### config.mk
export PLATFORM = sky130hd
export DESIGN_NAME = ifetch_unit
export DESIGN_NICKNAME = d
export VERILOG_FILES = /design/src/rtl/ifetch_unit.sv
export SDC_FILE = /design/constraint.sdc
export NUM_CORES = 1
export LEC_CHECK = 0
export CORE_MARGIN = 10
export CORE_UTILIZATION = 40
export DETAILED_ROUTE_END_ITERATION = 7
export PLACE_DENSITY = 0.83
export SETUP_SLACK_MARGIN = 0.02
export SLEW_MARGIN = 20
export SYNTH_ARGS = -nofsm -noshare
export SYNTH_HDL_FRONTEND = slang
export SYNTH_SLANG_ARGS = --single-unit
### constraint.sdc
create_clock -name CLK -period 2.09 [get_ports CLK]
set_input_delay 0.418 -clock CLK [delete_from_list [all_inputs] [get_ports CLK]]
set_output_delay 0.418 -clock CLK [all_outputs]
set_load 0.005 [all_outputs]
### src/rtl/ifetch_unit.sv
// Instruction fetch sequencer: PC latch, word-aligned req/ack memory read,
// hold for decode, one-cycle PCWre pulse per consumed instruction.
module ifetch_unit #(
  parameter int TIMEOUT = 16
) (
  input  logic        CLK,
  input  logic        Reset,
  input  logic [31:0] Addr,
  input  logic        halt,
  output logic        PCWre,
  output logic        mem_req,
  output logic [31:0] mem_addr,
  input  logic [31:0] mem_rdata,
  input  logic        mem_ack,
  output logic [31:0] instr,
  output logic        instr_valid,
  input  logic        instr_ready,
  output logic [31:0] pc_out,
  output logic        fault,
  output logic [1:0]  fault_code,
  output logic [31:0] instr_count
);

  localparam int TW = $clog2(TIMEOUT + 1);
  localparam logic [TW-1:0] TLIM = TW'(TIMEOUT);

  typedef enum logic [2:0] {IDLE, REQ, HOLD, UPD, FAULT} state_t;

  state_t        state, state_n;
  logic [31:0]   fetch_pc;
  logic [TW-1:0] tcount;
  logic [TW-1:0] tnext;

  assign tnext = tcount + TW'(1);

  // Next-state decode; an ack in the cycle the limit would be hit takes priority.
  always_comb begin
    state_n = state;
    case (state)
      IDLE: begin
        if (!halt) begin
          if (Addr[1:0] != 2'b00) state_n = FAULT;
          else                    state_n = REQ;
        end
      end
      REQ: begin
        if (mem_ack)             state_n = HOLD;
        else if (tnext == TLIM)  state_n = FAULT;
      end
      HOLD:    if (instr_ready) state_n = UPD;
      UPD:     state_n = IDLE;
      FAULT:   state_n = FAULT;
      default: state_n = IDLE;
    endcase
  end

  // Outputs are flops loaded from the upcoming state so they line up with it.
  always_ff @(posedge CLK) begin
    if (!Reset) begin
      state       <= IDLE;
      fetch_pc    <= '0;
      tcount      <= '0;
      PCWre       <= 1'b0;
      mem_req     <= 1'b0;
      mem_addr    <= '0;
      instr       <= '0;
      instr_valid <= 1'b0;
      pc_out      <= '0;
      fault       <= 1'b0;
      fault_code  <= 2'b00;
      instr_count <= '0;
    end else begin
      state       <= state_n;
      mem_req     <= (state_n == REQ);
      PCWre       <= (state_n == UPD);
      instr_valid <= (state_n == HOLD);
      fault       <= (state_n == FAULT);
      case (state)
        IDLE: begin
          if (state_n == REQ) begin
            fetch_pc <= Addr;
            mem_addr <= {Addr[31:2], 2'b00};
            tcount   <= '0;
          end
          if (state_n == FAULT) fault_code <= 2'b01;
        end
        REQ: begin
          if (mem_ack) begin
            instr  <= mem_rdata;
            pc_out <= fetch_pc;
          end else begin
            tcount <= tnext;
          end
          if (state_n == FAULT) fault_code <= 2'b10;
        end
        HOLD: begin
          if (instr_ready) instr_count <= instr_count + 32'd1;
        end
        default: ;
      endcase
    end
  end

endmodule
==> key figures <==
Global route
  – First-pass GRT wire length: 26.5 mm
  – Initial antenna violation count: 0
  – Largest net degree at the start of global routing: 47
  – GRT Total Usage: 16.7%
  – GRT overflow: 0
  – Vias in the first global route: 5099

Layout
  – Post-layout util: 61.5%
  – Ant. Diodes: 0
  – Filler cells: 1161
  – Final #Nets: 953
  – Synth-to-Final Area Change: 51.6%
  – Fraction of layout cells with a size suffix above 1: 10.3%
  – Final instance area: 8500 um2
  – Finished Layout Cells: 1075

Logic synthesis
  – Top-count cell post-synth: nand2_1
  – Synth area leader: dfxtp_1
  – Asr flop ratio synth: 0%
  – Synth Flop Type: dfxtp_1
  – Ranking of synthesized cells by area: dfxtp_1, nand2_1, a21oi_1
  – Most common library cells after synthesis: nand2_1, dfxtp_1, a21oi_1
  – Synth unique cells: 46
  – Synth Instances: 695
  – Yosys warns: 0
  – Post-synth EDFFs: 0
  – Synth Cell Area: 5610 um2
  – Syn avg cell area: 8.07 um2
  – Seq/Total Area, Yosys: 50.7%
  – Yosys reg bits: 142
  – Yosys top cell area share: 50.7%

Worst setup path
  – WP data arrival: 2.38 ns
  – Setup CP Type: in2reg
  – Critical Path RT: 2.44 ns
  – Setup crit end kind: flop
  – CP max stage delay: 0.63 ns
  – R2r setup slk: 0.08 ns
  – Worst-path fanout max: 7
  – Cells along the critical path: clkdlybuf4s50_1 -> nand4bb_1 -> or4_4 -> or4_1 -> a21oi_1
  – Crit path launch type: input pin
  – Slowest CP cell: or4_4

Floorplanning
  – Site Rows: 43
  – Die H: 138 um
  – Initial Util: 40.6%
  – Core Footprint: 13800 um2
  – # IOs: 203
  – Die area: 19200 um2
  – Die width: 138 um

Routing
  – DR vias/cell: 5.04
  – Aggregate routed wire length: 17.0 mm
  – Per-cell routed wire length: 15.8 um
  – # DRC: 0
  – Via count: 5418
  – Drt first pass iters: 5
  – Iteration-0 DRC Markers: 241
  – Antenna viol nets, final: 0

Timing
  – Setup TNS: 0 ns
  – Worst Clk Skew: 0.00636 ns
  – Tcrit/Tclk final: 97.1%
  – Unrepaired setup endpoints after global routing: false
  – Fmax: 0.493 GHz
  – Final Max Tran Viols: 0
  – Final hold violation count: 0
  – Hold WS: 0.447 ns
  – Setup violators final: 0
  – Final min period: 2.03 ns

CTS
  – Cts hold-fix bufs: 0
  – Worst-path clk slew: 0.06 ns
  – Clock Latency Late Sink: 0.41 ns
  – CTS max path bufs: 2
  – Root Buffer: clkbuf_16
  – Clock sink count: 142
  – Num CTS Buffers: 17
  – H-tree depth: 4
  – Setup Fix Bufs, Post-CTS: 0
  – CTS tree: done

Power and ir drop
  – Clock share of power: 49.4%
  – Max IR drop VDD: 0.530 mV
  – Comb power frac: 6.5%
  – Internal Power: 0.00492 W
  – Sw Ratio: 21.4%
  – Register share of total power: 44.2%
  – Sw Pwr: 0.00134 W
  – Leak pwr: 2.88 nW
  – Cell Pwr Density: 737 nW/um2

Hold path
  – Hold Path Class: reg2reg

Flow run
  – Max Cap Viol: 0

Place
  – GP Congestion: 0.817
  – Port bufs: 200
  – Cell Area, Placed: 7850 um2
  – Placed insts: 1042
  – Post-DP HPWL: 11.9 mm

Outcome
  – Status: finished, final reports clean
[final cells by class]
cell class                      count  area (um2)  area share, %
Sequential cell                   142        2850           33.5
Timing Repair Buffer              242        2420           28.5
Multi-Input combinational cell    473        2370           27.8
Clock buffer                       19         453           5.33
Tap cell                          180         225           2.65
Clock inverter                     13         164           1.93
Inverter                            6        25.0          0.294
[per-layer routing]
metal	wire length (um)	vias to the layer above	track usage, %	share of wire, %
li1	-	2696	-	-
met1	6930	2508	18.7	41
met2	8280	196	27.3	49
met3	1470	18	7.33	8.7
met4	321	0	6.38	1.9
met5	0	-	0	0
[sequential cells by signal (all words and copies together) (netlist names)]
name,count
instr_valid,1
instr_count,32
PCWre,1
tcount,5
state,3
instr,32
fault_code,2
fetch_pc,32
mem_req,1
fault,1
pc_out,32
[timing repair]
item	in CTS	in global routing
endpoints found under the setup margin	0	7
endpoints found under the hold margin	0	0
gates resized for setup	0	11
[cell usage in the layout (no fill, tap or decap), types with 8 or more instances in the layout]
master           synthesis  routed
o31ai_1                 13      13
nand3_1                 10      10
a21oi_1                126     124
clkbuf_16                0      17
nand2_1                213     211
dfxtp_1                142     139
buf_12                   0       8
clkdlybuf4s50_1          0     200
o21ai_0                 12      12
or4_1                   13      11
buf_4                   32      33
or3_1                    8       8
nor2_1                  14      14
[power groups by stage]
| stage | sequential (W) | clock, W | combinational, W |
|---|---|---|---|
| 2_1_floorplan | 0.00283 | 0 | 0.000151 |
| 3_3_place_gp | 0.00282 | 0 | 0.000401 |
| 3_5_place_dp | 0.00283 | 0 | 0.000403 |
| 4_1_cts | 0.00277 | 0.00315 | 0.000407 |
| 5_1_grt | 0.00277 | 0.00328 | 0.000437 |
| 6_report | 0.00277 | 0.00309 | 0.000404 |
[worst max-delay path, delay by kind of cell]
kind                   cells  cell delay, ns
AOI/OAI and AO/OA          1            0.15
and+or+nand+nor            3            1.34
buffers and inverters      1            0.47
[path summary, 6_finish.rpt]
| path | end | startpoint | cells past startpoint |
|---|---|---|---|
| max | instr_count[16]$_SDFFE_PN0P_ | instr_ready | 5 |
| min reg2reg | pc_out[0]$_SDFFE_PN0P_ | fetch_pc[0]$_SDFFE_PN0P_ | 2 |
| max reg2reg | instr_count[25]$_SDFFE_PN0P_ | instr_count[6]$_SDFFE_PN0P_ | 4 |
| min | pc_out[0]$_SDFFE_PN0P_ | fetch_pc[0]$_SDFFE_PN0P_ | 2 |
[through the flow]
stage | setup WS (ns) | total power [W]
6_report | 0.0603 | 0.00626
5_1_grt | 0.0186 | 0.00649
4_1_cts | 0.0685 | 0.00633
3_5_place_dp | -0.374 | 0.00323
3_3_place_gp | -0.315 | 0.00323
2_1_floorplan | 0.0659 | 0.00298
[cell families (layout without fill, tap and decap cells)]
group                    count (synthesis)  in the layout  share of synthesized area [%]
AND/OR/NAND/NOR                        298            299                           23.9
AO/OA/AOI/OAI                          160            160                           15.4
flip-flops                             142            142                           50.7
buffers and inverters                   82            280                           7.81
XOR/XNOR                                 7              7                           1.09
multiplexers                             3              3                          0.535
adder cells (fa/ha/maj)                  2              2                          0.446
other                                    1              2                         0.0669
Power figures use the tool's default switching activity.
